`src/rtl/rs_dispatch_arbiter_if.sv`:
```
// Bundle of signals between the reservation-station banks and the dispatch arbiter.
// master : RS/exec side (drives requests, stall and flush; receives clears and the dispatch slot)
// slave  : arbiter side
//   add_req/mul_req : per-entry ready requests from the add/sub and mul/div banks
//   cdb_stall       : exec/CDB cannot accept an op this cycle
//   flush           : synchronous squash
//   add_clr/mul_clr : one-hot entry-clear strobes back to the banks (combinational)
//   disp_valid/disp_unit/disp_idx : registered dispatch slot
//   mul_busy        : registered mul/div occupancy flag
interface rs_dispatch_arbiter_if #(
    parameter int ADD_ENTRIES = 3,
    parameter int MUL_ENTRIES = 3,
    parameter int IDX_W       = 2
);
    logic [ADD_ENTRIES-1:0] add_req;
    logic [MUL_ENTRIES-1:0] mul_req;
    logic                   cdb_stall;
    logic                   flush;
    logic [ADD_ENTRIES-1:0] add_clr;
    logic [MUL_ENTRIES-1:0] mul_clr;
    logic                   disp_valid;
    logic                   disp_unit;
    logic [IDX_W-1:0]       disp_idx;
    logic                   mul_busy;

    modport master (
        output add_req, mul_req, cdb_stall, flush,
        input  add_clr, mul_clr, disp_valid, disp_unit, disp_idx, mul_busy
    );

    modport slave (
        input  add_req, mul_req, cdb_stall, flush,
        output add_clr, mul_clr, disp_valid, disp_unit, disp_idx, mul_busy
    );
endinterface

```
`src/rtl/rs_dispatch_arbiter.sv`:
```
// Dispatch arbiter: picks at most one ready RS entry per cycle from the add/sub and
// mul/div banks, drives the single dispatch slot, tracks mul/div unit occupancy and
// strobes the entry-clear back to the owning bank.
// Ports:
//   clk1  : clock, rising edge
//   rst_n : asynchronous active-low reset
//   rs    : rs_dispatch_arbiter_if.slave (requests, stall, flush, clears, dispatch slot)
// Optional build macro RS_DISPATCH_STATS_EN adds three 16-bit saturating counters:
//   stat_add_grants, stat_mul_grants, stat_stall_cycles (cleared by rst_n only).
module rs_dispatch_arbiter #(
    parameter int ADD_ENTRIES = 3,
    parameter int MUL_ENTRIES = 3,
    parameter int IDX_W       = 2,
    parameter int MUL_LAT     = 4
) (
    input  logic                  clk1,
    input  logic                  rst_n,
    rs_dispatch_arbiter_if.slave  rs
`ifdef RS_DISPATCH_STATS_EN
    ,
    output logic [15:0]           stat_add_grants,
    output logic [15:0]           stat_mul_grants,
    output logic [15:0]           stat_stall_cycles
`endif
);

    logic             disp_valid_q, disp_valid_d;
    logic             disp_unit_q,  disp_unit_d;
    logic [IDX_W-1:0] disp_idx_q,   disp_idx_d;
    logic             mul_busy_q,   mul_busy_d;
    logic [3:0]       mul_cnt_q,    mul_cnt_d;
    logic [IDX_W-1:0] add_ptr_q,    add_ptr_d;
    logic [IDX_W-1:0] mul_ptr_q,    mul_ptr_d;
    logic             last_unit_q,  last_unit_d;

    logic             add_found, mul_found;
    logic [IDX_W-1:0] add_win,   mul_win;
    logic             add_ok,    mul_ok;
    logic             grant_add, grant_mul;
    logic [ADD_ENTRIES-1:0] add_clr_c;
    logic [MUL_ENTRIES-1:0] mul_clr_c;

    // Rotating-priority search: start at the pointer, wrap at the entry count.
    always_comb begin
        int j;
        add_found = 1'b0;
        add_win   = '0;
        for (int k = 0; k < ADD_ENTRIES; k++) begin
            j = int'(add_ptr_q) + k;
            if (j >= ADD_ENTRIES) j = j - ADD_ENTRIES;
            if (!add_found && rs.add_req[j]) begin
                add_found = 1'b1;
                add_win   = IDX_W'(j);
            end
        end
    end

    always_comb begin
        int j;
        mul_found = 1'b0;
        mul_win   = '0;
        for (int k = 0; k < MUL_ENTRIES; k++) begin
            j = int'(mul_ptr_q) + k;
            if (j >= MUL_ENTRIES) j = j - MUL_ENTRIES;
            if (!mul_found && rs.mul_req[j]) begin
                mul_found = 1'b1;
                mul_win   = IDX_W'(j);
            end
        end
    end

    // Under contention the bank that did not win last time goes; last_unit resets to
    // the mul bank so the add bank takes the first tie.
    always_comb begin
        add_ok    = add_found & ~rs.cdb_stall & ~rs.flush;
        mul_ok    = mul_found & (mul_cnt_q == 4'd0) & ~rs.cdb_stall & ~rs.flush;
        grant_add = add_ok & (~mul_ok | last_unit_q);
        grant_mul = mul_ok & (~add_ok | ~last_unit_q);
    end

    // Clears are gated by rst_n so nothing strobes while reset is held.
    always_comb begin
        add_clr_c = '0;
        mul_clr_c = '0;
        if (rst_n && grant_add) add_clr_c[add_win] = 1'b1;
        if (rst_n && grant_mul) mul_clr_c[mul_win] = 1'b1;
    end

    always_comb begin
        disp_valid_d = grant_add | grant_mul;
        disp_unit_d  = disp_unit_q;
        disp_idx_d   = disp_idx_q;
        add_ptr_d    = add_ptr_q;
        mul_ptr_d    = mul_ptr_q;
        last_unit_d  = last_unit_q;
        mul_cnt_d    = (mul_cnt_q != 4'd0) ? mul_cnt_q - 4'd1 : 4'd0;

        if (grant_add) begin
            disp_unit_d = 1'b0;
            disp_idx_d  = add_win;
            last_unit_d = 1'b0;
            add_ptr_d   = (add_win == IDX_W'(ADD_ENTRIES - 1)) ? '0 : add_win + 1'b1;
        end else if (grant_mul) begin
            disp_unit_d = 1'b1;
            disp_idx_d  = mul_win;
            last_unit_d = 1'b1;
            mul_ptr_d   = (mul_win == IDX_W'(MUL_ENTRIES - 1)) ? '0 : mul_win + 1'b1;
            mul_cnt_d   = 4'(MUL_LAT - 1);
        end

        if (rs.flush) begin
            mul_cnt_d   = 4'd0;
            add_ptr_d   = '0;
            mul_ptr_d   = '0;
            last_unit_d = 1'b1;
        end

        mul_busy_d = (mul_cnt_d != 4'd0);
    end

    always_ff @(posedge clk1 or negedge rst_n) begin
        if (!rst_n) begin
            disp_valid_q <= 1'b0;
            disp_unit_q  <= 1'b0;
            disp_idx_q   <= '0;
            mul_busy_q   <= 1'b0;
            mul_cnt_q    <= 4'd0;
            add_ptr_q    <= '0;
            mul_ptr_q    <= '0;
            last_unit_q  <= 1'b1;
        end else begin
            disp_valid_q <= disp_valid_d;
            disp_unit_q  <= disp_unit_d;
            disp_idx_q   <= disp_idx_d;
            mul_busy_q   <= mul_busy_d;
            mul_cnt_q    <= mul_cnt_d;
            add_ptr_q    <= add_ptr_d;
            mul_ptr_q    <= mul_ptr_d;
            last_unit_q  <= last_unit_d;
        end
    end

    assign rs.add_clr    = add_clr_c;
    assign rs.mul_clr    = mul_clr_c;
    assign rs.disp_valid = disp_valid_q;
    assign rs.disp_unit  = disp_unit_q;
    assign rs.disp_idx   = disp_idx_q;
    assign rs.mul_busy   = mul_busy_q;

`ifdef RS_DISPATCH_STATS_EN
    logic [15:0] stat_add_q,   stat_add_d;
    logic [15:0] stat_mul_q,   stat_mul_d;
    logic [15:0] stat_stall_q, stat_stall_d;
    logic        any_req;

    always_comb begin
        any_req      = (|rs.add_req) | (|rs.mul_req);
        stat_add_d   = stat_add_q;
        stat_mul_d   = stat_mul_q;
        stat_stall_d = stat_stall_q;
        if (grant_add && stat_add_q != 16'hFFFF) stat_add_d = stat_add_q + 16'd1;
        if (grant_mul && stat_mul_q != 16'hFFFF) stat_mul_d = stat_mul_q + 16'd1;
        if (any_req && !grant_add && !grant_mul && stat_stall_q != 16'hFFFF)
            stat_stall_d = stat_stall_q + 16'd1;
    end

    always_ff @(posedge clk1 or negedge rst_n) begin
        if (!rst_n) begin
            stat_add_q   <= 16'd0;
            stat_mul_q   <= 16'd0;
            stat_stall_q <= 16'd0;
        end else begin
            stat_add_q   <= stat_add_d;
            stat_mul_q   <= stat_mul_d;
            stat_stall_q <= stat_stall_d;
        end
    end

    assign stat_add_grants   = stat_add_q;
    assign stat_mul_grants   = stat_mul_q;
    assign stat_stall_cycles = stat_stall_q;
`endif

endmodule

```
`src/flat_wrapper.sv`:
```
// flat-port wrapper written by rule: the top's interface ports become plain ports
module rs_dispatch_arbiter_flat 
#(
    parameter int ADD_ENTRIES = 3,
    parameter int MUL_ENTRIES = 3,
    parameter int IDX_W       = 2,
    parameter int MUL_LAT     = 4
)
  (clk1, rst_n, rs_add_req, rs_mul_req, rs_cdb_stall, rs_flush, rs_add_clr, rs_mul_clr, rs_disp_valid, rs_disp_unit, rs_disp_idx, rs_mul_busy);
  rs_dispatch_arbiter_if #(.ADD_ENTRIES(ADD_ENTRIES), .MUL_ENTRIES(MUL_ENTRIES), .IDX_W(IDX_W)) rs_i ();
  input  logic clk1;
  input  logic rst_n;
  input wire logic [$bits(rs_i.add_req)-1:0] rs_add_req;
  input wire logic [$bits(rs_i.mul_req)-1:0] rs_mul_req;
  input wire logic [$bits(rs_i.cdb_stall)-1:0] rs_cdb_stall;
  input wire logic [$bits(rs_i.flush)-1:0] rs_flush;
  output wire logic [$bits(rs_i.add_clr)-1:0] rs_add_clr;
  output wire logic [$bits(rs_i.mul_clr)-1:0] rs_mul_clr;
  output wire logic [$bits(rs_i.disp_valid)-1:0] rs_disp_valid;
  output wire logic [$bits(rs_i.disp_unit)-1:0] rs_disp_unit;
  output wire logic [$bits(rs_i.disp_idx)-1:0] rs_disp_idx;
  output wire logic [$bits(rs_i.mul_busy)-1:0] rs_mul_busy;
  assign rs_i.add_req = rs_add_req;
  assign rs_i.mul_req = rs_mul_req;
  assign rs_i.cdb_stall = rs_cdb_stall;
  assign rs_i.flush = rs_flush;
  assign rs_add_clr = rs_i.add_clr;
  assign rs_mul_clr = rs_i.mul_clr;
  assign rs_disp_valid = rs_i.disp_valid;
  assign rs_disp_unit = rs_i.disp_unit;
  assign rs_disp_idx = rs_i.disp_idx;
  assign rs_mul_busy = rs_i.mul_busy;
  rs_dispatch_arbiter #(.ADD_ENTRIES(ADD_ENTRIES), .MUL_ENTRIES(MUL_ENTRIES), .IDX_W(IDX_W), .MUL_LAT(MUL_LAT)) u_core (.clk1(clk1), .rst_n(rst_n), .rs(rs_i));
endmodule
```
`config.mk`:
```
export PLATFORM = sky130hd
export DESIGN_NAME = rs_dispatch_arbiter_flat
export DESIGN_NICKNAME = d
export VERILOG_FILES = /design/src/rtl/rs_dispatch_arbiter_if.sv /design/src/rtl/rs_dispatch_arbiter.sv /design/src/flat_wrapper.sv
export SDC_FILE = /design/constraint.sdc
export NUM_CORES = 1
export LEC_CHECK = 0
export ABC_CLOCK_PERIOD_IN_PS = 3700
export CAP_MARGIN = 5
export CORE_UTILIZATION = 54
export CTS_BUF_LIST = sky130_fd_sc_hd__clkbuf_2 sky130_fd_sc_hd__clkbuf_4 sky130_fd_sc_hd__clkbuf_8
export DETAILED_ROUTE_END_ITERATION = 8
export GPL_TIMING_DRIVEN = 0
export PLACE_DENSITY = 0.81
export SYNTH_ARGS = -nofsm -noshare
export SYNTH_HDL_FRONTEND = slang
export SYNTH_SLANG_ARGS = --single-unit
```
`constraint.sdc`:
```
create_clock -name clk1 -period 3.7 [get_ports clk1]
set_input_delay 1.11 -clock clk1 [delete_from_list [all_inputs] [get_ports clk1]]
set_output_delay 1.11 -clock clk1 [all_outputs]
set_load 0.005 [all_outputs]
```
After elaboration in Yosys (flattened, before gate mapping). Index checks and enable logic that the tools add are counted.

Bits in registers: 14. Latch bits: 0. Memory bits (writable): 0. Bits in read-only memories: 0. Bits of input ports: 10. Output and inout bits: 11. Memories: 0.

Add/subtract/negate cells: 13. Multiply operators: 0. Divide/modulo/power cells: 0. Order comparisons: 16. Equality and inequality tests: 3. Shift operators: 0. Muxes and demuxes: 58. Bitwise logic cells: 15. Reductions and logical operators: 20.

Operator list (count): less-than comparator 32 x 4 -> 1 bit (second input constant) (6); 2-to-1 mux 32 bit (6); greater-or-equal comparator 32 x 3 -> 1 bit (second input constant) (4); subtractor 32 x 3 -> 32 bit (second input constant) (4); 2-to-1 mux 2 bit (15); 2-to-1 mux 1 bit (23); 2-to-1 mux 4 bit (4); binary-select mux 1 bit (select 2 bit) (6); logical AND 1 bit (8); nonzero test 4 bit (2); bitwise AND 1 bit (7); adder 2 x 1 -> 3 bit (second input constant) (2); adder 2 x 2 -> 3 bit (second input constant) (2); less-than comparator 2 x 3 -> 1 bit (second input constant) (2); 2-to-1 mux 3 bit (2); nonzero test 2 bit (3); subtractor 2 x 2 -> 3 bit (second input constant) (2); inverter 1 bit (5); adder 2 x 1 -> 2 bit (second input constant) (2); demux 1 bit (select 2 bit) (2); == test 2 bit (second input constant) (2); greater-or-equal comparator 2 x 1 -> 1 bit (second input constant) (2); greater-or-equal comparator 2 bit (second input constant) (2); logical NOT 1 bit (4); other kinds (6) (8).

Longest topological paths before layout. Gate-level depths: netlist of run 1.

Word-level depth: 21. Mapped depth: 9.

Worst setup path after synthesis of run 1. Ideal clock, no wire load.

Path type: input to output. Start point: in rs_cdb_stall. End point: out rs_add_clr[0]. Arrival: 2251 ps. Data required time: 2590 ps. Slack: 339 ps. Cell stages on the path: 4. Cells stage by stage: or2_2 > or4_1 > o21ai_0 > nor3_1.

Longest elaborated chain between the ends: 8. Elaborated cells between the ends (all ways): 10.

Ends and longest elaborated chain: start: declaration (RTL line flat_wrapper.sv:15) `input wire logic [$bits(rs_i.cdb_stall)-1:0] rs_cdb_stall;`; inverter 1 bit * (RTL line rs_dispatch_arbiter.sv:75, rs_dispatch_arbiter.sv:76); bitwise AND 1 bit (2 in a row) (RTL line rs_dispatch_arbiter.sv:76) `mul_ok = mul_found & (mul_cnt_q == 4'd0) & ~rs.cdb_stall & ~rs.flush;`; inverter 1 bit (RTL line rs_dispatch_arbiter.sv:77) `grant_add = add_ok & (~mul_ok | last_unit_q);`; bitwise OR 1 bit (RTL line rs_dispatch_arbiter.sv:77); bitwise AND 1 bit * (RTL line rs_dispatch_arbiter.sv:77); logical AND 1 bit * (RTL line rs_dispatch_arbiter.sv:85) `if (rst_n && grant_add) add_clr_c[add_win] = 1'b1;`; 2-to-1 mux 3 bit * (RTL line rs_dispatch_arbiter.sv:85); end: declaration (RTL line flat_wrapper.sv:17) `output wire logic [$bits(rs_i.add_clr)-1:0] rs_add_clr;`.

Mark *: on every way between the ends. The rest lies on a longest branch, timed or not.

Final worst setup path of run 1.
Start point: in rs_add_req[1]. End point: out rs_mul_clr[2].

Longest elaborated chain between the ends: 17. Elaborated cells between the ends (all ways): 23.

Ends and longest elaborated chain: start: declaration (RTL line flat_wrapper.sv:13) `input wire logic [$bits(rs_i.add_req)-1:0] rs_add_req;`; binary-select mux 1 bit (select 2 bit) (RTL line rs_dispatch_arbiter.sv:51) `if (!add_found && rs.add_req[j]) begin`; 2-to-1 mux 1 bit (implied by the code) (2 in a row) (RTL line rs_dispatch_arbiter.sv:51); 2-to-1 mux 1 bit (RTL line rs_dispatch_arbiter.sv:51); logical NOT 1 bit (RTL line rs_dispatch_arbiter.sv:51); logical AND 1 bit (RTL line rs_dispatch_arbiter.sv:51); 2-to-1 mux 1 bit (RTL line rs_dispatch_arbiter.sv:51); logical NOT 1 bit (RTL line rs_dispatch_arbiter.sv:51); logical AND 1 bit (RTL line rs_dispatch_arbiter.sv:51); 2-to-1 mux 1 bit * (RTL line rs_dispatch_arbiter.sv:51); bitwise AND 1 bit * (2 in a row) (RTL line rs_dispatch_arbiter.sv:75) `add_ok = add_found & ~rs.cdb_stall & ~rs.flush;`; inverter 1 bit * (RTL line rs_dispatch_arbiter.sv:78) `grant_mul = mul_ok & (~add_ok | ~last_unit_q);`; bitwise OR 1 bit * (RTL line rs_dispatch_arbiter.sv:78); bitwise AND 1 bit * (RTL line rs_dispatch_arbiter.sv:78); logical AND 1 bit * (RTL line rs_dispatch_arbiter.sv:86) `if (rst_n && grant_mul) mul_clr_c[mul_win] = 1'b1;`; 2-to-1 mux 3 bit * (RTL line rs_dispatch_arbiter.sv:86); end: declaration (RTL line flat_wrapper.sv:18) `output wire logic [$bits(rs_i.mul_clr)-1:0] rs_mul_clr;`.

Mark *: on every way between the ends. The rest lies on a longest branch, timed or not. The select of a mux whose other input is x is not followed.

==> out/metrics.csv, run 1 <==
stage,metric,value,unit
final_layout,# diodes,0,
synth,"Top FF cell, synth",dfrtp_1,
sta,clock skew,8.87,ps
setup_path,critical path type,in2out,
synth,register area share after synthesis,30.4,%
setup_path,Worst setup SP type,input pin,
placement,GP Congestion,0.786,
setup_path,element type at the critical path end,output port,
sta,worst relative slew slack,44.0,%
die,die height,48.3,um
final_layout,# nets final,203,
placement,PortBufs,20,
final_layout,synthesis-to-layout area growth,54.9,%
power,power per cell area,742,nW/um2
synth,Yosys cell types,41,
detailed_routing,remaining antenna violation count,0,
sta,Final Hold Viols,0,
synth,Synth Cell Area,1160,um2
job,Max Cap Viol,0,
detailed_routing,Pre-antenna DRT Iters,4,
final_layout,fin util,90.5,%
sta,final setup vio count,1,
global_routing,initial antenna violation count,0,
clocking,Clock Sinks,14,
final_layout,filler cell count,87,
sta,RSZ-0062 raised after global routing,true,
synth,Post-synth top cells,"nor2_1, dfrtp_1, nand2_1",
die,total die area,2330,um2
setup_path,worst flop-to-flop path startpoint,u_core.mul_ptr_q[1]$_DFFE_PN0P_,
synth,"FF+latch count, synth",14,
sta,Period minus WS final,3710,ps
sta,Max Slew Vio Count,0,
detailed_routing,met3 wire len,278,um
synth,Synth Instances,130,
die,FP Rows,16,
placement,pre-CTS WS,-830,ps
detailed_routing,final wirelength,4450,um
detailed_routing,vias per inst,6.33,
synth,cell taking the most area after synthesis,dfrtp_1,
min_path,Hold Path End,u_core.rs.disp_unit$_DFFE_PN0P_,
run_status,status,finished with violations,
placement,hpwl dp,2000,um
global_routing,total grt overflow,0,
global_routing,pin count of the biggest net entering global routing,19,
global_routing,vias in the first global route,1243,
clocking,buffer depth of the longest clock path,2,
clocking,Max H-tree Level,1,
power,VDD IR-drop max,0.673,mV
detailed_routing,uppermost layer routed,met4,
min_path,min-delay worst type,reg2reg,
die,I/O pins,21,
detailed_routing,vias,1335,
final_layout,layout cells sized above 1,44.6,%
sta,slew of the pin with the lowest slew margin,840,ps
min_path,hold path cells,2,
setup_path,R2R setup slack,30,ps
setup_path,capture point of the worst reg-to-reg path,u_core.mul_ptr_q[0]$_DFFE_PN0P_,
detailed_routing,met2 routed WL,2190,um
synth,main area contributors after synthesis,"dfrtp_1, ha_1, mux2i_1",
sta,setup ws final,-6.50,ps
detailed_routing,Routed wire per std cell,21.1,um
die,Die W,48.3,um
clocking,clock latency at the later pin of the worst-skew pair,300,ps
setup_path,R2R depth,20,
die,core area,1980,um2
synth,Ys Warns,0,
clocking,clock slew at reported path FFs,100,ps
global_routing,first-pass GRT wire length,5610,um
sta,Worst Hold Margin,550,ps
detailed_routing,met1 WL,1830,um
power,cell leakage power,0.795,nW
min_path,Worst Hold Launch,u_core.rs.disp_unit$_DFFE_PN0P_,
detailed_routing,Detailed Route Iter0 Violations,44,
synth,async set-reset flop share out of synthesis,100,%
setup_path,critical-path maximum fanout,7,
run_status,failing checks,negative setup slack,
sta,upper clock frequency limit,270,MHz
synth,Synth top area share,28.1,%
global_routing,GRT Resource Usage Total,36.5,%
synth,syn nets,148,
die,Initial Util,58.4,%
sta,fin crit share,100,%
synth,"EDFF count, synth",0,
setup_path,CP Data Required Time,2590,ps
detailed_routing,# DRC,0,
clocking,CTS tree,yes,
clocking,Num CTS Buffers,3,
synth,most frequent cell after synthesis,nor2_1,
synth,Syn Area/Cell,8.90,um2
clocking,Root Driver,clkbuf_4,
setup_path,worst path arrival time,2600,ps
sta,setup TNS,-6.50,ps
repair_timing:
item	CTS	global route
endpoints found under the setup margin	6	7
hold buffers	0	0
gates resized for setup	62	31
setup buffers	27	5
pin swaps	14	9
gates cloned	0	0
worst max-delay path: stages:
cell and delay (ps):
buf_6 120, mux2i_2 180, o22ai_2 160, buf_4 170
o311ai_4 240, and3b_2 310, and3_1 190, buf_2 120
stage by stage:
stage	std cells	power [mW]	cell area (um2)
global placement	177	0.680	1390
detailed placement	177	0.695	1390
finish	211	1.33	1790
CTS	208	1.16	1680
global route	211	1.38	1790
floorplan	130	0.558	1160
layout make-up:
| type | count | area (um2) | share of cell area [%] |
|---|---|---|---|
| repair buffers | 51 | 413 | 23.0 |
| multi-input cells | 107 | 927 | 51.7 |
| clock buffers | 4 | 36.3 | 2.02 |
| flip-flops and latches | 14 | 353 | 19.7 |
| plain buffers | 1 | 3.75 | 0.209 |
| inverters | 7 | 26.3 | 1.47 |
| well taps | 27 | 33.8 | 1.88 |
metal layers:
metal  vias to the layer above  global-route usage, %
li1                        576                      -
met1                       668                   40.5
met2                        71                   62.7
met3                        20                   10.0
met4                         0                   20.6
met5                         -                      0
registers in the layout, summed over array words and instances, names as in the netlist:
register / cells
u_core.rs.disp_unit: 1
u_core.rs.mul_busy: 1
u_core.mul_ptr_q: 2
u_core.add_ptr_q: 2
u_core.mul_cnt_q: 4
u_core.rs.disp_valid: 1
u_core.last_unit_q: 1
u_core.rs.disp_idx: 2
logic make-up after synthesis:
family / Yosys count / share of synthesized area (%)
simple gates: 59 / 28.0
mux: 9 / 8.22
flops: 14 / 30.4
compound gates: 31 / 21.2
fa+ha+maj: 8 / 8.65
buf+inv: 9 / 3.57
layout by cell type (no fill, tap or decap), types with 2 or more instances in the layout:
master	n
a21oi_1	3
a21oi_2	2
a31oi_1	2
and3_1	2
buf_2	4
buf_4	31
buf_6	5
clkbuf_4	3
clkdlybuf4s15_1	4
clkdlybuf4s50_1	5
dfrtp_1	12
ha_1	5
ha_2	2
inv_1	7
mux2i_1	4
mux2i_4	3
nand2_1	10
nand2b_1	7
nand3b_1	3
nor2_1	12
nor2_2	2
nor2b_1	3
nor3_1	5
nor3_2	2
nor3_4	2
nor3b_1	2
o21ai_0	5
o21bai_2	2
o22ai_2	2
o31ai_1	2
power breakdown:
part | switching (mW) | total [mW] | internal (mW) | leakage (nW)
logic | 0.447 | 0.984 | 0.537 | 0.593
clock network | 0.0595 | 0.120 | 0.0601 | 0.0210
registers | 0.0348 | 0.228 | 0.193 | 0.181
total | 0.541 | 1.33 | 0.790 | 0.795
worst max path at each step:
stage | start | to | slack, ps | cells after the start
after floorplan | rs_cdb_stall | rs_add_clr[0] | 340 | 4
after global placement | rs_add_req[1] | rs_mul_clr[0] | -750 | 8
after detailed placement | rs_add_req[1] | rs_mul_clr[1] | -830 | 8
after CTS | rs_add_req[2] | rs_add_clr[0] | 0.7 | 6
after global routing | u_core.add_ptr_q[1]$_DFFE_PN0P_ | rs_mul_clr[2] | -60 | 9
final | rs_add_req[1] | rs_mul_clr[2] | -6 | 8
Power figures use the tool's default switching activity.
==> run 2, diff against run 1 <==
--- a/config.mk
+++ b/config.mk
@@ -7,6 +7,7 @@
 export LEC_CHECK = 0
 export ABC_CLOCK_PERIOD_IN_PS = 3700
 export CAP_MARGIN = 5
+export CORE_MARGIN = 1
 export CORE_UTILIZATION = 54
 export CTS_BUF_LIST = sky130_fd_sc_hd__clkbuf_2 sky130_fd_sc_hd__clkbuf_4 sky130_fd_sc_hd__clkbuf_8
 export DETAILED_ROUTE_END_ITERATION = 8
==> constraint.sdc (replaced) <==
create_clock -name clk1 -period 3.7 [get_ports clk1]
set_input_delay 1.11 -clock clk1 [delete_from_list [all_inputs] [get_ports clk1]]
set_output_delay 1.11 -clock clk1 [all_outputs]
set_load 0.05 [all_outputs]
==> run 2 against run 1 <==
Effect of this change:
- the flow now finishes without violations
- maximum frequency up 1.6%
- die area unchanged
- first-iteration DRC count is 27% lower
- final area is 5.9% lower
- final cell count down 9.5%
- clock skew grew 9.8 ps
- largest cell class unchanged
- power down 18%
==> out/metrics.csv, run 2 (same netlist as run 1, synthesis figures left out) <==
stage,metric,value,unit,change
run_status,status,"finished, final reports clean",,
placement,GP Congestion,0.856,,+8.8%
setup_path,Levels on crit path,8,,unchanged
power,Comb power frac,69.2,%,-4.7 points
setup_path,cell with the largest stage delay on the worst path,o311ai_2,,
global_routing,vias in the first global route,1070,,-14%
sta,Max Slew Vio Count,0,,unchanged
final_layout,most frequent cells in the layout,"nor2_1, dfrtp_1, nand2_1, buf_4",,
global_routing,first-pass GRT wire length,4830,um,-14%
setup_path,CP Launch Point,rs_add_req[1],,
final_layout,max reg flops,4,,unchanged
die,total die area,2330,um2,unchanged
placement,pre-CTS WS,-1110,ps,-285 ps
final_layout,sequential cell area,352,um2,-0.35%
placement,hpwl dp,1930,um,-3.4%
placement,placed cell count,177,,unchanged
clocking,CTS tree,yes,,
power,Tot Pwr,1.09,mW,-18%
detailed_routing,Detailed Route Iter0 Violations,32,,-27%
power,cell leakage power,0.717,nW,-9.8%
placement,area post-placement,1400,um2,+0.36%
sta,slew of the pin with the lowest slew margin,823,ps,-17.1 ps
min_path,min-delay worst type,reg2reg,,
die,die height,48.3,um,unchanged
final_layout,footprint of the multi-input gates,950,um2,+2.4%
setup_path,worst flop-to-flop path startpoint,u_core.add_ptr_q[0]$_DFFE_PN0P_,,
setup_path,capture point of the worst reg-to-reg path,u_core.rs.disp_idx[0]$_DFFE_PN0P_,,
setup_path,critical-path maximum fanout,7,,unchanged
detailed_routing,remaining antenna violation count,0,,unchanged
clocking,Clock Sinks,14,,unchanged
final_layout,synthesis-to-layout area growth,45.8,%,
setup_path,Worst setup SP type,input pin,,
clocking,clock latency at the later pin of the worst-skew pair,300,ps,about the same
final_layout,Biggest register,u_core.mul_cnt_q,,
detailed_routing,vias per inst,6.39,,+0.95%
power,VDD IR-drop max,0.548,mV,-19%
die,core area,1980,um2,unchanged
detailed_routing,Routed wire per std cell,17.3,um,-18%
die,I/O pins,21,,unchanged
die,Die W,48.3,um,unchanged
power,clock share of power,10.5,%,+1.5 points
final_layout,filler cell count,96,,+10%
clocking,Max H-tree Level,1,,unchanged
sta,worst relative slew slack,45.2,%,+1.1 points
sta,setup TNS,0,ps,+6.50 ps
job,Max Cap Viol,0,,unchanged
setup_path,CP bufs+invs,3,,unchanged
power,Sw Share,47.1,%,+6.4 points
setup_path,crit path cell chain,clkbuf_4 -> mux2i_4 -> o22ai_4 -> o311ai_2 -> and3b_1 -> buf_6 -> and3_1 -> buf_6,,
die,Initial Util,58.4,%,unchanged
power,power per cell area,646,nW/um2,-13%
sta,fin crit share,98.6,%,-1.6 points
clocking,buffer depth of the longest clock path,2,,unchanged
final_layout,# diodes,0,,unchanged
sta,RSZ-0062 raised after global routing,true,,
detailed_routing,vias,1220,,-8.6%
global_routing,GRT Resource Usage Total,29.8,%,-6.7 points
setup_path,Worst Setup EP,rs_mul_clr[0],,
sta,Final Hold Viols,0,,unchanged
sta,final setup vio count,0,,-1
clocking,# hold bufs at CTS,0,,unchanged
detailed_routing,# DRC,0,,unchanged
clocking,Num CTS Buffers,3,,unchanged
setup_path,crit-path leading delay family,buffers and inverters,,
setup_path,CP Data Required Time,2590,ps,about the same
final_layout,layout cells sized above 1,36.0,%,-8.6 points
setup_path,element type at the critical path end,output port,,
setup_path,worst path arrival time,2540,ps,-60 ps
die,FP Rows,16,,unchanged
final_layout,fin util,85.2,%,-5.3 points
sta,setup ws final,51.9,ps,+58.4 ps
final_layout,fin area,1690,um2,-5.9%
power,Seq pwr share,20.2,%,+3.1 points
sta,Worst Hold Margin,479,ps,-70.6 ps
global_routing,total grt overflow,0,,unchanged
power,Int Pwr,577,uW,-27%
detailed_routing,Pre-antenna DRT Iters,4,,unchanged
setup_path,Crit path top cell by count,buf_6,,
sta,clock skew,18.7,ps,+9.81 ps
final_layout,# nets final,183,,-9.9%
clocking,Root Driver,clkbuf_4,,
setup_path,R2R setup slack,1310,ps,+1280 ps
setup_path,Worst path max stage delay,270,ps,-40 ps
setup_path,R2R depth,9,,-55%
sta,Period minus WS final,3650,ps,-58.4 ps
clocking,clock slew at reported path FFs,80,ps,-20 ps
placement,PortBufs,20,,unchanged
global_routing,initial antenna violation count,0,,unchanged
final_layout,Finished Layout Cells,191,,-9.5%
setup_path,critical path type,in2out,,
detailed_routing,final wirelength,3300,um,-26%
sta,upper clock frequency limit,274,MHz,+1.6%
power,NetSw,513,uW,-5.2%
global_routing,pin count of the biggest net entering global routing,19,,unchanged
==> run 2: cell types whose count changed in the layout (fill, tap and decap cells not counted), moves of 2 or more <==
cell	change
buf_2	-3
buf_8	+2
clkdlybuf4s15_1	-4
dlygate4sd2_1	+3
buf_4	-21
ha_2	-2
clkdlybuf4s15_2	+2
==> run 2: tightest hold or removal path, stage by stage (launching register included) <==
cell     delay [ps]
dfrtp_1         350
nand2_1          50
nand2_1          50
==> run 2: area by class of cell <==
| cell class | count | share of cell area, % |
|---|---|---|
| timing repair buffer | 30 | 16.3 |
| tap | 27 | 2.00 |
| sequential | 14 | 20.8 |
| inverter | 7 | 1.56 |
| clock buffer | 4 | 2.15 |
| buffer | 2 | 0.890 |
| multi-input combinational | 107 | 56.3 |
==> run 2: metal layers <==
layer	GRT usage [%]	routed length, um	share of wire (%)	vias up
met1	40.0	1360	41	596
met2	47.7	1630	49	62
met4	10.6	89	2.7	0
li1	-	-	-	544
met5	0	0	0	-
met3	5.93	221	6.7	18
==> run 2: worst min-delay path by stage <==
stage / from / end / slack [ps] / cells after the start
floorplan: u_core.mul_cnt_q[3]$_DFF_PN0_ / u_core.mul_cnt_q[3]$_DFF_PN0_ / 500 / 2
global placement: u_core.rs.disp_unit$_DFFE_PN0P_ / u_core.rs.disp_unit$_DFFE_PN0P_ / 470 / 2
detailed placement: u_core.rs.disp_unit$_DFFE_PN0P_ / u_core.rs.disp_unit$_DFFE_PN0P_ / 470 / 2
CTS: u_core.rs.disp_unit$_DFFE_PN0P_ / u_core.rs.disp_unit$_DFFE_PN0P_ / 490 / 2
global route: u_core.rs.disp_unit$_DFFE_PN0P_ / u_core.rs.disp_unit$_DFFE_PN0P_ / 520 / 2
finish: u_core.rs.disp_unit$_DFFE_PN0P_ / u_core.rs.disp_unit$_DFFE_PN0P_ / 480 / 2
==> run 2: power groups by stage <==
| stage | registers (mW) | logic, mW | clock network [mW] |
|---|---|---|---|
| finish | 0.220 | 0.755 | 0.115 |
| global route | 0.224 | 0.801 | 0.120 |
| CTS | 0.218 | 0.655 | 0.113 |
| detailed placement | 0.221 | 0.562 | 0 |
| global placement | 0.219 | 0.551 | 0 |
| floorplan | 0.291 | 0.359 | 0 |
==> run 2: timing repair <==
action                                  4_1_cts  5_1_grt
resized for setup                            81       18
pin swaps                                     8        7
endpoints found under the hold margin         0        0
endpoints found under the setup margin        6        6
buffers inserted                              9        1
cloned                                        0        0
==> run 3, diff against run 2 <==
--- a/config.mk
+++ b/config.mk
@@ -7,12 +7,12 @@
 export LEC_CHECK = 0
 export ABC_CLOCK_PERIOD_IN_PS = 3700
 export CAP_MARGIN = 5
-export CORE_MARGIN = 1
-export CORE_UTILIZATION = 54
+export CORE_MARGIN = 8
+export CORE_UTILIZATION = 30
 export CTS_BUF_LIST = sky130_fd_sc_hd__clkbuf_2 sky130_fd_sc_hd__clkbuf_4 sky130_fd_sc_hd__clkbuf_8
 export DETAILED_ROUTE_END_ITERATION = 8
 export GPL_TIMING_DRIVEN = 0
-export PLACE_DENSITY = 0.81
+export PLACE_DENSITY = 0.5
 export SYNTH_ARGS = -nofsm -noshare
 export SYNTH_HDL_FRONTEND = slang
 export SYNTH_SLANG_ARGS = --single-unit
==> run 3 against run 2 <==
Effect of this change:
- combinational power fell by 2%
- flip-flop and latch count did not move
- global-route usage is 20 points lower
- sequential share of layout area down 0.47 points
- die area rose to 2.6 times the previous value
- final cell count grew 12%
- largest cell class unchanged
- routed wire length decreased by 6.4%
- via count shrank 10%
- worst setup slack barely moved
- core utilization fell by 38 points
- critical endpoint is now rs_mul_clr[2]
==> out/metrics.csv, run 3 (same netlist as run 1, synthesis figures left out) <==
stage,metric,value,unit,change
run_status,status,"finished, final reports clean",,
clocking,# hold bufs at CTS,0,,unchanged
final_layout,most frequent cells in the layout,"buf_4, dfrtp_1, nor2_1, nand2_1",,
detailed_routing,remaining antenna violation count,0,,unchanged
power,VDD IR-drop max,0.287,mV,-48%
detailed_routing,Pre-antenna DRT Iters,4,,unchanged
power,cell leakage power,0.734,nW,+2.5%
job,Max Cap Viol,0,,unchanged
clocking,Max H-tree Level,1,,unchanged
die,core area,3690,um2,+86%
detailed_routing,# DRC,0,,unchanged
setup_path,worst flop-to-flop path startpoint,u_core.add_ptr_q[0]$_DFFE_PN0P_,,
placement,hpwl dp,2210,um,+15%
die,die height,78.1,um,+62%
power,Tot Pwr,1.11,mW,+1.5%
placement,PortBufs,20,,unchanged
setup_path,Worst Setup EP,rs_mul_clr[2],,
power,clock share of power,13.3,%,+2.8 points
die,Initial Util,31.4,%,-27 points
placement,pre-CTS WS,-1140,ps,-29.5 ps
global_routing,initial antenna violation count,0,,unchanged
die,I/O pins,21,,unchanged
sta,fin crit share,98.6,%,about the same
sta,upper clock frequency limit,274,MHz,about the same
sta,clock skew,2.08,ps,-16.6 ps
global_routing,first-pass GRT wire length,5000,um,+3.4%
sta,Final Hold Viols,0,,unchanged
final_layout,# diodes,0,,unchanged
detailed_routing,Routed wire per std cell,14.4,um,-16%
clocking,clock latency at the later pin of the worst-skew pair,240,ps,-60 ps
clocking,CTS tree,yes,,
sta,setup ws final,52.3,ps,+0.421 ps
sta,Max Slew Vio Count,0,,unchanged
power,NetSw,490,uW,-4.4%
die,Die W,78.1,um,+62%
power,Seq pwr share,19.8,%,-0.4 points
global_routing,pin count of the biggest net entering global routing,19,,unchanged
power,power per cell area,641,nW/um2,-0.75%
setup_path,Levels on crit path,7,,-1
clocking,Clock Sinks,14,,unchanged
global_routing,vias in the first global route,1082,,+1.1%
setup_path,CP Data Required Time,2590,ps,about the same
setup_path,critical path type,in2out,,
power,Int Pwr,617,uW,+6.8%
setup_path,cell with the largest stage delay on the worst path,o311ai_2,,
global_routing,total grt overflow,0,,unchanged
global_routing,GRT Resource Usage Total,9.80,%,-20 points
sta,worst relative slew slack,43.0,%,-2.2 points
sta,final setup vio count,0,,unchanged
setup_path,capture point of the worst reg-to-reg path,u_core.mul_ptr_q[0]$_DFFE_PN0P_,,
detailed_routing,vias,1097,,-10%
setup_path,R2R setup slack,1360,ps,+50 ps
sta,setup TNS,0,ps,unchanged
clocking,Root Driver,clkbuf_8,,
setup_path,Worst path max stage delay,330,ps,+60 ps
min_path,min-delay worst type,reg2reg,,
setup_path,R2R depth,8,,-1
final_layout,layout cells sized above 1,38.0,%,+2.0 points
clocking,Num CTS Buffers,3,,unchanged
final_layout,Biggest register,u_core.mul_cnt_q,,
setup_path,element type at the critical path end,output port,,
sta,slew of the pin with the lowest slew margin,855,ps,+32.5 ps
setup_path,worst path arrival time,2540,ps,about the same
power,Comb power frac,66.9,%,-2.3 points
placement,GP Congestion,0.766,,-10%
setup_path,crit path cell chain,buf_6 -> mux2i_2 -> o22ai_2 -> o311ai_2 -> and3b_2 -> and3_4 -> buf_8,,
clocking,clock slew at reported path FFs,60,ps,-20 ps
detailed_routing,final wirelength,3090,um,-6.4%
power,Sw Share,44.3,%,-2.8 points
detailed_routing,vias per inst,5.13,,-20%
clocking,buffer depth of the longest clock path,2,,unchanged
final_layout,filler cell count,360,,+280%
setup_path,CP Launch Point,rs_add_req[1],,
setup_path,CP bufs+invs,2,,-1
final_layout,# nets final,185,,+1.1%
die,total die area,6100,um2,+160%
setup_path,crit-path leading delay family,simple AND/OR/NAND/NOR gates,,
final_layout,synthesis-to-layout area growth,49.2,%,
detailed_routing,Detailed Route Iter0 Violations,92,,+190%
setup_path,critical-path maximum fanout,7,,unchanged
setup_path,Worst setup SP type,input pin,,
final_layout,max reg flops,4,,unchanged
die,FP Rows,22,,+6
sta,Period minus WS final,3650,ps,-0.421 ps
## run 3: changes by cell type in the layout (fill, tap and decap cells not counted), sizes merged
cell,before,now
buf,18,21
clkbuf,7,5
clkdlybuf4s15,2,3
## run 3: worst min path at each step
stage                                               start                         endpoint  slack, ps  depth (start not counted)
after floorplan             u_core.mul_cnt_q[3]$_DFF_PN0_    u_core.mul_cnt_q[3]$_DFF_PN0_        500                          2
final                     u_core.rs.disp_unit$_DFFE_PN0P_  u_core.rs.disp_unit$_DFFE_PN0P_        480                          2
after global routing      u_core.rs.disp_unit$_DFFE_PN0P_  u_core.rs.disp_unit$_DFFE_PN0P_        530                          2
after global placement    u_core.rs.disp_unit$_DFFE_PN0P_  u_core.rs.disp_unit$_DFFE_PN0P_        470                          2
after detailed placement  u_core.rs.disp_unit$_DFFE_PN0P_  u_core.rs.disp_unit$_DFFE_PN0P_        470                          2
after CTS                 u_core.rs.disp_unit$_DFFE_PN0P_  u_core.rs.disp_unit$_DFFE_PN0P_        490                          2
## run 3: layout make-up
| class | count | area, um2 | share of cell area, % |
|---|---|---|---|
| multi-input cells | 107 | 912 | 52.8 |
| clock buffers | 4 | 55.1 | 3.19 |
| repair buffers | 33 | 318 | 18.4 |
| well taps | 48 | 60.1 | 3.48 |
| plain buffers | 1 | 3.75 | 0.217 |
| inverters | 7 | 26.3 | 1.52 |
| flip-flops and latches | 14 | 352 | 20.4 |
## run 3: metrics by stage
| stage | utilization (%) | std cells | hold WS, ps | area [um2] |
|---|---|---|---|---|
| after floorplan | - | 130 | 501 | 1160 |
| after global placement | 38.6 | 198 | 468 | 1420 |
| after detailed placement | 38.6 | 198 | 473 | 1420 |
| after CTS | 44.7 | 213 | 488 | 1650 |
| after global routing | 46.8 | 214 | 531 | 1730 |
| final | 46.8 | 214 | 479 | 1730 |
## run 3: timing repair
| action | 4_1_cts | 5_1_grt |
|---|---|---|
| buffers inserted | 11 | 2 |
| gates resized for setup | 85 | 16 |
| endpoints found under the setup margin | 6 | 6 |
| pin swaps | 9 | 6 |
## run 3: worst min-delay path, stage by stage, from the launching register on
cell,delay [ps]
dfrtp_1,340
nand2_1,50
nand2_1,60
## run 3: power groups by stage
| stage | combinational (mW) | sequential (mW) | clock (mW) |
|---|---|---|---|
| 2_1_floorplan | 0.359 | 0.291 | 0 |
| 3_3_place_gp | 0.568 | 0.220 | 0 |
| 3_5_place_dp | 0.571 | 0.221 | 0 |
| 4_1_cts | 0.680 | 0.219 | 0.153 |
| 5_1_grt | 0.794 | 0.225 | 0.162 |
| 6_report | 0.740 | 0.219 | 0.148 |
## run 3: metal layers
layer	wire length, um	track usage [%]	share of wire, %	vias up
met1	1430	11.8	46	526
li1	-	-	-	543
met5	0	0	0	-
met4	57	2.78	1.8	0
met3	139	2.85	4.5	6
met2	1470	16.5	47	22
